`src/rtl/uart_rx_ctrl_if.sv`:
```
// Signal bundle between the UART RX controller and its sampler/checker
// neighbours. master is the controller side, slave is the datapath side.
interface uart_rx_ctrl_if #(
   parameter int unsigned prescale_w = 6,
   parameter int unsigned bit_cnt_w  = 4
);
   logic                  rx_in;
   logic                  par_en;
   logic [prescale_w-1:0] prescale;
   logic                  strt_glitch;
   logic                  par_err;
   logic                  stp_err;
   logic [prescale_w-1:0] edge_cnt;
   logic [bit_cnt_w-1:0]  bit_cnt;
   logic                  dat_samp_en;
   logic                  deser_en;
   logic                  strt_chk_en;
   logic                  par_chk_en;
   logic                  stp_chk_en;
   logic                  data_valid;

   modport master (
      input  rx_in, par_en, prescale, strt_glitch, par_err, stp_err,
      output edge_cnt, bit_cnt, dat_samp_en, deser_en, strt_chk_en,
             par_chk_en, stp_chk_en, data_valid
   );

   modport slave (
      output rx_in, par_en, prescale, strt_glitch, par_err, stp_err,
      input  edge_cnt, bit_cnt, dat_samp_en, deser_en, strt_chk_en,
             par_chk_en, stp_chk_en, data_valid
   );
endinterface

```
`src/rtl/uart_rx_ctrl.sv`:
```
// UART RX controller: tracks oversampled bit timing of a frame
// (start, data, optional parity, stop), pulses the sampler/checker
// enables and flags each clean frame with a one-cycle data_valid.
module uart_rx_ctrl #(
   parameter int unsigned frame_data = 8,
   parameter int unsigned prescale_w = 6,
   parameter int unsigned bit_cnt_w  = 4
) (
   input  logic           clk,
   input  logic           rst,
   uart_rx_ctrl_if.master bus
);

   typedef enum logic [2:0] {
      IDLE   = 3'd0,
      START  = 3'd1,
      DATA   = 3'd2,
      PARITY = 3'd3,
      STOP   = 3'd4,
      DONE   = 3'd5
   } state_t;

   state_t                r_state;
   state_t                w_next_state;
   logic [prescale_w-1:0] r_edge_cnt;
   logic [prescale_w-1:0] w_next_edge;
   logic [prescale_w-1:0] r_prescale_q;
   logic [prescale_w-1:0] w_prescale_eff;
   logic [bit_cnt_w-1:0]  r_bit_cnt;
   logic [bit_cnt_w-1:0]  w_next_bit;
   logic                  r_par_en_q;
   logic                  r_err_latch;
   logic                  w_err_next;
   logic                  w_load;
   logic                  w_end_of_bit;
   logic                  w_in_frame;
   logic                  w_next_in_frame;
   logic                  w_chk_next;
   logic                  r_dat_samp_en;
   logic                  r_deser_en;
   logic                  r_strt_chk_en;
   logic                  r_par_chk_en;
   logic                  r_stp_chk_en;
   logic                  r_data_valid;

   assign w_end_of_bit    = (r_edge_cnt == r_prescale_q - prescale_w'(1));
   assign w_in_frame      = (r_state inside {START, DATA, PARITY, STOP});
   assign w_next_in_frame = (w_next_state inside {START, DATA, PARITY, STOP});

   // Outputs are registered from next-cycle values, so each pulse lines up
   // with the cycle in which edge_cnt actually shows the check point.
   assign w_prescale_eff = w_load ? bus.prescale : r_prescale_q;
   assign w_chk_next     = (w_next_edge == (w_prescale_eff >> 1) + prescale_w'(2));

   // Next-state, counter and error-flag logic
   always_comb begin
      w_next_state = r_state;
      w_next_edge  = '0;
      w_next_bit   = '0;
      w_load       = 1'b0;
      w_err_next   = r_err_latch;

      if (w_in_frame) begin
         if (w_end_of_bit) begin
            w_next_edge = '0;
            w_next_bit  = r_bit_cnt + bit_cnt_w'(1);
         end else begin
            w_next_edge = r_edge_cnt + prescale_w'(1);
            w_next_bit  = r_bit_cnt;
         end
      end

      case (r_state)
         IDLE, DONE: begin
            w_next_state = IDLE;
            if (!bus.rx_in) begin
               w_next_state = START;
               w_load       = 1'b1;
            end
         end
         START: begin
            if (w_end_of_bit) begin
               if (bus.strt_glitch) begin
                  w_next_state = IDLE;
                  w_next_edge  = '0;
                  w_next_bit   = '0;
               end else begin
                  w_next_state = DATA;
               end
            end
         end
         DATA: begin
            if (w_end_of_bit && (r_bit_cnt == bit_cnt_w'(frame_data)))
               w_next_state = r_par_en_q ? PARITY : STOP;
         end
         PARITY: begin
            if (bus.par_err)
               w_err_next = 1'b1;
            if (w_end_of_bit)
               w_next_state = STOP;
         end
         STOP: begin
            if (bus.stp_err)
               w_err_next = 1'b1;
            if (w_end_of_bit) begin
               w_next_state = DONE;
               w_next_edge  = '0;
               w_next_bit   = '0;
            end
         end
         default: begin
            w_next_state = IDLE;
         end
      endcase

      if (w_load)
         w_err_next = 1'b0;
   end

   // FSM state register
   always_ff @(posedge clk or negedge rst) begin
      if (!rst)
         r_state <= IDLE;
      else
         r_state <= w_next_state;
   end

   // Counters, latched frame settings, error latch and registered outputs
   always_ff @(posedge clk or negedge rst) begin
      if (!rst) begin
         r_edge_cnt    <= '0;
         r_bit_cnt     <= '0;
         r_prescale_q  <= '0;
         r_par_en_q    <= 1'b0;
         r_err_latch   <= 1'b0;
         r_dat_samp_en <= 1'b0;
         r_deser_en    <= 1'b0;
         r_strt_chk_en <= 1'b0;
         r_par_chk_en  <= 1'b0;
         r_stp_chk_en  <= 1'b0;
         r_data_valid  <= 1'b0;
      end else begin
         r_edge_cnt  <= w_next_edge;
         r_bit_cnt   <= w_next_bit;
         r_err_latch <= w_err_next;
         if (w_load) begin
            r_prescale_q <= bus.prescale;
            r_par_en_q   <= bus.par_en;
         end
         r_dat_samp_en <= w_next_in_frame;
         r_strt_chk_en <= (w_next_state == START)  && w_chk_next;
         r_deser_en    <= (w_next_state == DATA)   && w_chk_next;
         r_par_chk_en  <= (w_next_state == PARITY) && w_chk_next;
         r_stp_chk_en  <= (w_next_state == STOP)   && w_chk_next;
         r_data_valid  <= (w_next_state == DONE)   && !w_err_next;
      end
   end

   assign bus.edge_cnt    = r_edge_cnt;
   assign bus.bit_cnt     = r_bit_cnt;
   assign bus.dat_samp_en = r_dat_samp_en;
   assign bus.deser_en    = r_deser_en;
   assign bus.strt_chk_en = r_strt_chk_en;
   assign bus.par_chk_en  = r_par_chk_en;
   assign bus.stp_chk_en  = r_stp_chk_en;
   assign bus.data_valid  = r_data_valid;

endmodule
```
`src/flat_wrapper.sv`:
```
// flat-port wrapper written by rule: the top's interface ports become plain ports
module uart_rx_ctrl_flat 
#(
   parameter int unsigned frame_data = 8,
   parameter int unsigned prescale_w = 6,
   parameter int unsigned bit_cnt_w  = 4
)
  (clk, rst, bus_rx_in, bus_par_en, bus_prescale, bus_strt_glitch, bus_par_err, bus_stp_err, bus_edge_cnt, bus_bit_cnt, bus_dat_samp_en, bus_deser_en, bus_strt_chk_en, bus_par_chk_en, bus_stp_chk_en, bus_data_valid);
  uart_rx_ctrl_if #(.prescale_w(prescale_w), .bit_cnt_w(bit_cnt_w)) bus_i ();
  input  logic clk;
  input  logic rst;
  input wire logic [$bits(bus_i.rx_in)-1:0] bus_rx_in;
  input wire logic [$bits(bus_i.par_en)-1:0] bus_par_en;
  input wire logic [$bits(bus_i.prescale)-1:0] bus_prescale;
  input wire logic [$bits(bus_i.strt_glitch)-1:0] bus_strt_glitch;
  input wire logic [$bits(bus_i.par_err)-1:0] bus_par_err;
  input wire logic [$bits(bus_i.stp_err)-1:0] bus_stp_err;
  output wire logic [$bits(bus_i.edge_cnt)-1:0] bus_edge_cnt;
  output wire logic [$bits(bus_i.bit_cnt)-1:0] bus_bit_cnt;
  output wire logic [$bits(bus_i.dat_samp_en)-1:0] bus_dat_samp_en;
  output wire logic [$bits(bus_i.deser_en)-1:0] bus_deser_en;
  output wire logic [$bits(bus_i.strt_chk_en)-1:0] bus_strt_chk_en;
  output wire logic [$bits(bus_i.par_chk_en)-1:0] bus_par_chk_en;
  output wire logic [$bits(bus_i.stp_chk_en)-1:0] bus_stp_chk_en;
  output wire logic [$bits(bus_i.data_valid)-1:0] bus_data_valid;
  assign bus_i.rx_in = bus_rx_in;
  assign bus_i.par_en = bus_par_en;
  assign bus_i.prescale = bus_prescale;
  assign bus_i.strt_glitch = bus_strt_glitch;
  assign bus_i.par_err = bus_par_err;
  assign bus_i.stp_err = bus_stp_err;
  assign bus_edge_cnt = bus_i.edge_cnt;
  assign bus_bit_cnt = bus_i.bit_cnt;
  assign bus_dat_samp_en = bus_i.dat_samp_en;
  assign bus_deser_en = bus_i.deser_en;
  assign bus_strt_chk_en = bus_i.strt_chk_en;
  assign bus_par_chk_en = bus_i.par_chk_en;
  assign bus_stp_chk_en = bus_i.stp_chk_en;
  assign bus_data_valid = bus_i.data_valid;
  uart_rx_ctrl #(.frame_data(frame_data), .prescale_w(prescale_w), .bit_cnt_w(bit_cnt_w)) u_core (.clk(clk), .rst(rst), .bus(bus_i));
endmodule
```
`config.mk`:
```
export PLATFORM = sky130hd
export DESIGN_NAME = uart_rx_ctrl_flat
export DESIGN_NICKNAME = d
export VERILOG_FILES = /design/src/rtl/uart_rx_ctrl_if.sv /design/src/rtl/uart_rx_ctrl.sv /design/src/flat_wrapper.sv
export SDC_FILE = /design/constraint.sdc
export NUM_CORES = 1
export LEC_CHECK = 0
export ABC_AREA = 1
export BUFFER_PORTS_ARGS = -buffer_cell sky130_fd_sc_hd__clkbuf_2
export CAP_MARGIN = 20
export CORE_ASPECT_RATIO = 1.5
export CORE_MARGIN = 3
export CORE_UTILIZATION = 55
export CTS_CLUSTER_SIZE = 30
export DETAILED_ROUTE_END_ITERATION = 8
export PLACE_DENSITY = 0.78
export SETUP_SLACK_MARGIN = 0.15
export SYNTH_ARGS = -nofsm -noshare
export SYNTH_HDL_FRONTEND = slang
export SYNTH_SLANG_ARGS = --single-unit
```
`constraint.sdc`:
```
create_clock -name clk -period 2.42 [get_ports clk]
set_clock_uncertainty 0.05 [all_clocks]
set_input_delay 0.242 -clock clk [delete_from_list [all_inputs] [get_ports clk]]
set_output_delay 0.242 -clock clk [all_outputs]
set_load 0.02 [all_outputs]
```
# == Word-level counts from Yosys, hierarchy flattened ==
# Cells that the tools add are included.
# totals
input_bits,13
register_bits,27
# op_classes
reduce_logical,11
n_mux,27
eq_ne,13
n_addsub,4
# ops
operator,n
6-bit 2-to-1 mux,6
4-bit 2-to-1 mux,5
3-bit 2-to-1 mux,5
3-bit one-hot mux with 5 select lines,1
"3-bit by 2-bit equality test with 1-bit output, second input constant",4
"3-bit equality test, second input constant",4
6-bit equality test,2
6-bit one-hot mux with 2 select lines,1
4-bit one-hot mux with 2 select lines,1
4-bit nonzero test,2
"5-bit by 2-bit adder with 6-bit output, second input constant",1
"6-bit by 1-bit adder with 6-bit output, second input constant",1
"3-bit by 1-bit equality test with 1-bit output, second input constant",2
1-bit logical AND,6
1-bit 2-to-1 mux,6
"6-bit by 1-bit subtractor with 6-bit output, second input constant",1
"4-bit by 1-bit adder with 4-bit output, second input constant",1
"4-bit equality test, second input constant",1
3-bit zero test,1
2-bit 2-to-1 mux,1
1-bit one-hot mux with 2 select lines,1
2-bit OR reduction,1
1-bit zero test,1

# == Logic depth before layout (Yosys ltp) ==
# depth
word_depth,9
depth_mapped,18

# == Worst setup path before layout ==
# Ideal clock, no wire load.
# synth_timing
kind,reg2reg
start,register u_core.r_prescale_q[0]
end,"register u_core.r_dat_samp_en, in the netlist u_core.bus.dat_samp_en"
setup_ps,120
path_stages_with_launch,16
arrival_ps,1798
path_slack_ps,451
n_path_buf,1
cell_sequence,dfrtp_1 inv_1 ha_1 nand2_1 nand2_1 nor2_1 nand2_1 nor2_1 nand3_2 buf_6 inv_2 nand2_1 a21oi_2 nand2_2 o21ai_1 nand2_1
# synth_between
elab_chain_cells,7
word_cells_on_any_way,13
cone_classes,1 x add/sub; 5 x eq/ne; 5 x mux; 2 x reduce/logical
# synth_rtl
element,line_no,rtl
start: declaration,uart_rx_ctrl.sv:27,logic [prescale_w-1:0] r_prescale_q;
start signal: assignment,uart_rx_ctrl.sv:147,r_prescale_q <= bus.prescale;
6-bit by 1-bit subtractor with 6-bit output (*),uart_rx_ctrl.sv:46,assign w_end_of_bit = (r_edge_cnt == r_prescale_q - prescale_w'(1));
6-bit equality test (*),uart_rx_ctrl.sv:46,
1-bit logical AND,uart_rx_ctrl.sv:93,if (w_end_of_bit && (r_bit_cnt == bit_cnt_w'(frame_data)))
3-bit 2-to-1 mux,uart_rx_ctrl.sv:93,
3-bit one-hot mux with 5 select lines (*),uart_rx_ctrl.sv:73,case (r_state)
net u_core.w_next_state[0],uart_rx_ctrl.sv:24,state_t w_next_state;
3-bit by 1-bit equality test with 1-bit output (tied with other cells),uart_rx_ctrl.sv:48,"assign w_next_in_frame = (w_next_state inside {START, DATA, PARITY, STOP});"
4-bit nonzero test (*),uart_rx_ctrl.sv:48,
net u_core.w_next_in_frame,uart_rx_ctrl.sv:37,logic w_next_in_frame;
end signal: assignment,uart_rx_ctrl.sv:150,r_dat_samp_en <= w_next_in_frame;
end: declaration,uart_rx_ctrl.sv:39,logic r_dat_samp_en;
# The timed path passes the listed nets; every way through them passes the cells marked *.
# A chain may end at the register's enable or synchronous reset.

# == Final worst setup path ==
# layout_timing
start,register u_core.r_prescale_q[0]
end,"register u_core.r_strt_chk_en, in the netlist u_core.bus.strt_chk_en"
# layout_between
word_cells_on_any_way,17
cone_classes,1 x add/sub; 3 x eq/ne; 11 x mux; 2 x reduce/logical
# layout_lines
element,line_no,rtl
6-bit by 1-bit subtractor with 6-bit output (*),uart_rx_ctrl.sv:46,
6-bit equality test (*),uart_rx_ctrl.sv:46,
1-bit logical AND,uart_rx_ctrl.sv:93,
3-bit 2-to-1 mux,uart_rx_ctrl.sv:93,
3-bit one-hot mux with 5 select lines (*),uart_rx_ctrl.sv:73,
net u_core.w_next_state[1],uart_rx_ctrl.sv:24,
3-bit by 1-bit equality test with 1-bit output (*),uart_rx_ctrl.sv:151,r_strt_chk_en <= (w_next_state == START) && w_chk_next;
1-bit logical AND (*),uart_rx_ctrl.sv:151,
end signal: assignment,uart_rx_ctrl.sv:151,
end: declaration,uart_rx_ctrl.sv:41,logic r_strt_chk_en;
# Marked as above.

==> impl_metrics.csv <==
group,metric,value,unit
run_status,status,"finished clean",
cts,cts_buffers,3,
power_and_ir_drop,peakVddDrop,795,uV
cts,cts_sinks,27,
power_and_ir_drop,total_power,2.81,mW
timing,fin_setup_tns,0,ns
placed_design,place_area,1980,um2
floorplan,fp.dieH,75.9,um
synth,yosysTopAreaCell,"dfrtp_1",
grt,overflow,0,
cts,clockBufferDepth,2,
synth,yosys_warnings,0,
synth,ys_seq_elements,27,
cts,clk_latency,0.27,ns
critical_path,start_kind,"flop",
placed_design,port_buffers,28,
drt,viasPerCell,5.07,
floorplan,die_w,52.6,um
synth,synth-compound-area-share,4.33,%
grt,grt_pass1_wl,6490,um
synth,muxShareOfSynthArea,0,%
timing,grt_setup_unrepaired,"true",
synth,avgSynthCellArea,7.25,um2
synth,synthTopCellsByArea,"dfrtp_1 38%, nand2_1 15%, inv_1 6.9%",
final_layout,antenna_cells,0,
grt,antenna_found_initial,0,
timing,max_freq,465,MHz
final_layout,fin_cells,330,
critical_path,worstSetupPathType,"flop to flop",
placed_design,dp_cells,315,
grt,grt_max_degree,28,
floorplan,dieArea,3990,um2
final_layout,n_fill_cell,226,
cts,cts_tree,"built",
synth,yosysUniqueCellTypes,28,
synth,yosys.area_share.simple,40.7,%
power_and_ir_drop,cell_internal_pwr,1.41,mW
synth,synth_nets,265,
critical_path,arrival,2.30,ns
placed_design,dp_hpwl,2950,um
power_and_ir_drop,p_sw_share,49.9,%
synth,synthAdderAreaFrac,3.49,%
placed_design,gp_congestion,0.830,
drt,dr.pass1.iters,4,
timing,finalCritPeriodShare,88.8,%
worst_hold_path,min_path_type,"input pin to flop",
critical_path,cp.required,2.57,ns
drt,drcViolationCount,0,
timing,finalSetupViolCount,0,
synth,yosysSeqAreaShare,37.7,%
cts,clk_pin_slew_worst_paths,0.10,ns
floorplan,core_area,3000,um2
final_layout,syn2layout_area_growth,24.2,%
final_layout,stdcell_area,2220,um2
power_and_ir_drop,powerDensity,1260,nW/um2
timing,finalCriticalPeriod,2.15,ns
floorplan,initial_utilization,59.6,%
final_layout,nNetsFinal,310,
critical_path,worstPathMaxFanout,6,
drt,vias,1674,
synth,synth_xor_area_share,3.42,%
synth,yosysTopAreaCellShare,37.7,%
power_and_ir_drop,switching_power,1.40,mW
power_and_ir_drop,seq_power_share,26.1,%
power_and_ir_drop,p_comb_share,64.8,%
floorplan,fp-row-count,24,
placed_design,dp_slack,0.233,ns
power_and_ir_drop,leakage,1.18,nW
flow_run,drv_cap,0,
drt,routed_wirelength,4130,um
timing,hold_ws,0.177,ns
floorplan,top_level_ports,29,
drt,drt-initial-drc-count,44,
timing,slew_viol_final,0,
power_and_ir_drop,clockPowerShare,9.1,%
grt,grt_pass1_vias,1562,
timing,finalWorstSetupSlack,0.272,ns
final_layout,layout-drive-gt1-share,36.8,%
timing,final-hold-violation-count,0,
drt,ant_nets,0,
cts,cts_root_buf,"clkbuf_8",
grt,grtUsageTotal,21.6,%
final_layout,utilization,74.1,%
critical_path,end_kind,"flop",
timing,relSlewSlack,56.1,%
synth,syn_inst,247,
timing,worst_pin_slew,0.658,ns
cts,cts_max_level,1,
synth,netlist_area,1790,um2
drt,wire_per_inst,12.5,um
synth,synth_top_family_by_area,"simple AND/OR/NAND/NOR gates",
==> final timing paths <==
path	start	end	slack, ns	depth (start not counted)
setup reg to reg	u_core.r_prescale_q[0]$_DFFE_PN0P_	u_core.bus.strt_chk_en$_DFF_PN0_	0.27	16
hold reg to reg	u_core.r_par_en_q$_DFFE_PN0P_	u_core.r_par_en_q$_DFFE_PN0P_	0.51	2
min in group asynchronous	rst	u_core.r_state[0]$_DFF_PN0_	0.48	2
max in group asynchronous	rst	u_core.r_state[2]$_DFF_PN0_	1.38	2
hold / removal	bus_prescale[0]	u_core.r_prescale_q[0]$_DFFE_PN0P_	0.18	3
setup / recovery	u_core.r_prescale_q[0]$_DFFE_PN0P_	u_core.bus.strt_chk_en$_DFF_PN0_	0.27	16
==> registers in the layout (all words and copies together) (netlist names) <==
register,count
u_core.bus.par_chk_en,1
u_core.bus.dat_samp_en,1
u_core.r_err_latch,1
u_core.bus.deser_en,1
u_core.bus.bit_cnt,4
u_core.bus.strt_chk_en,1
u_core.r_par_en_q,1
u_core.r_prescale_q,6
u_core.bus.data_valid,1
u_core.bus.edge_cnt,6
u_core.bus.stp_chk_en,1
u_core.r_state,3
==> cells in the mapped netlist <==
cell type,n
a21oi_2,1
nor4_1,1
xor2_1,5
xnor2_1,2
nor3_4,1
nor2_4,2
ha_1,5
nor2_1,22
nand3b_1,3
a221o_1,1
a21oi_1,3
nand2_4,1
nor3_1,4
nor3_2,3
nand3_1,18
o21ai_0,3
buf_4,1
nor2_2,6
inv_1,33
inv_2,8
nand4_1,4
nand2_2,12
o21ai_1,4
nand3_2,2
a31o_2,1
buf_6,2
dfrtp_1,27
nand2_1,72
==> power by group through the flow <==
stage               Sequential, mW  Clock [mW]  Combinational (mW)
finish                       0.734       0.257                1.82
global route                 0.753       0.282                2.06
CTS                          0.729       0.264                1.48
detailed placement           0.739           0                1.47
global placement             0.736           0                1.44
floorplan                    0.764           0                1.11
==> routing by layer <==
metal / vias to the layer above / GRT usage, % / part of all wire, %
li1: 855 / - / -
met1: 777 / 23.1 / 38
met2: 36 / 42.7 / 57
met3: 6 / 2.54 / 3.1
met4: 0 / 7.10 / 1.6
met5: - / 0 / 0
==> cells in the final DEF (no fill, tap or decap), types with 4 or more instances in the layout <==
cell type,count
nor2_2,8
nand4_1,4
dfrtp_1,26
nor3_1,4
xor2_1,5
nor2_1,19
nand2_2,22
buf_4,11
inv_2,11
inv_1,30
nand3_1,16
clkbuf_2,28
nand3_2,4
nand2_1,60
==> worst max-delay path, stage by stage, from the launching register on <==
cell	delay (ns)
dfrtp_1	0.40
inv_2	0.12
ha_4	0.16
inv_2	0.04
nand2_1	0.06
nand3_2	0.08
nand2_2	0.07
nand2_1	0.05
nor2_1	0.11
nand3_2	0.14
buf_4	0.17
clkbuf_16	0.15
o21ai_2	0.12
nand2_2	0.10
inv_2	0.08
nand2_2	0.07
nor3_2	0.14
==> logic make-up after synthesis <==
group / Yosys count
AOI/OAI and AO/OA: 13
xor gates and xnor gates: 7
adders and majority gates: 5
buffers and inverters: 44
DFF: 27
and+or+nand+nor: 151
==> final cells by class <==
| class | instances | area, um2 | share of cell area, % |
|---|---|---|---|
| Multi-Input combinational cell | 176 | 1010 | 45.5 |
| Sequential cell | 27 | 677 | 30.4 |
| Timing Repair Buffer | 43 | 284 | 12.8 |
| Inverter | 41 | 154 | 6.92 |
| Tap cell | 39 | 48.8 | 2.19 |
| Clock buffer | 3 | 41.3 | 1.86 |
| Clock inverter | 1 | 7.51 | 0.337 |
==> what timing repair did <==
| item | CTS | global route |
|---|---|---|
| hold buffers | 1 | 0 |
| gates resized for setup | 0 | 31 |
| setup buffers | 0 | 9 |
| endpoints found under the setup margin | 0 | 6 |
| endpoints found under the hold margin | 27 | 0 |
Power figures use the tool's default switching activity.
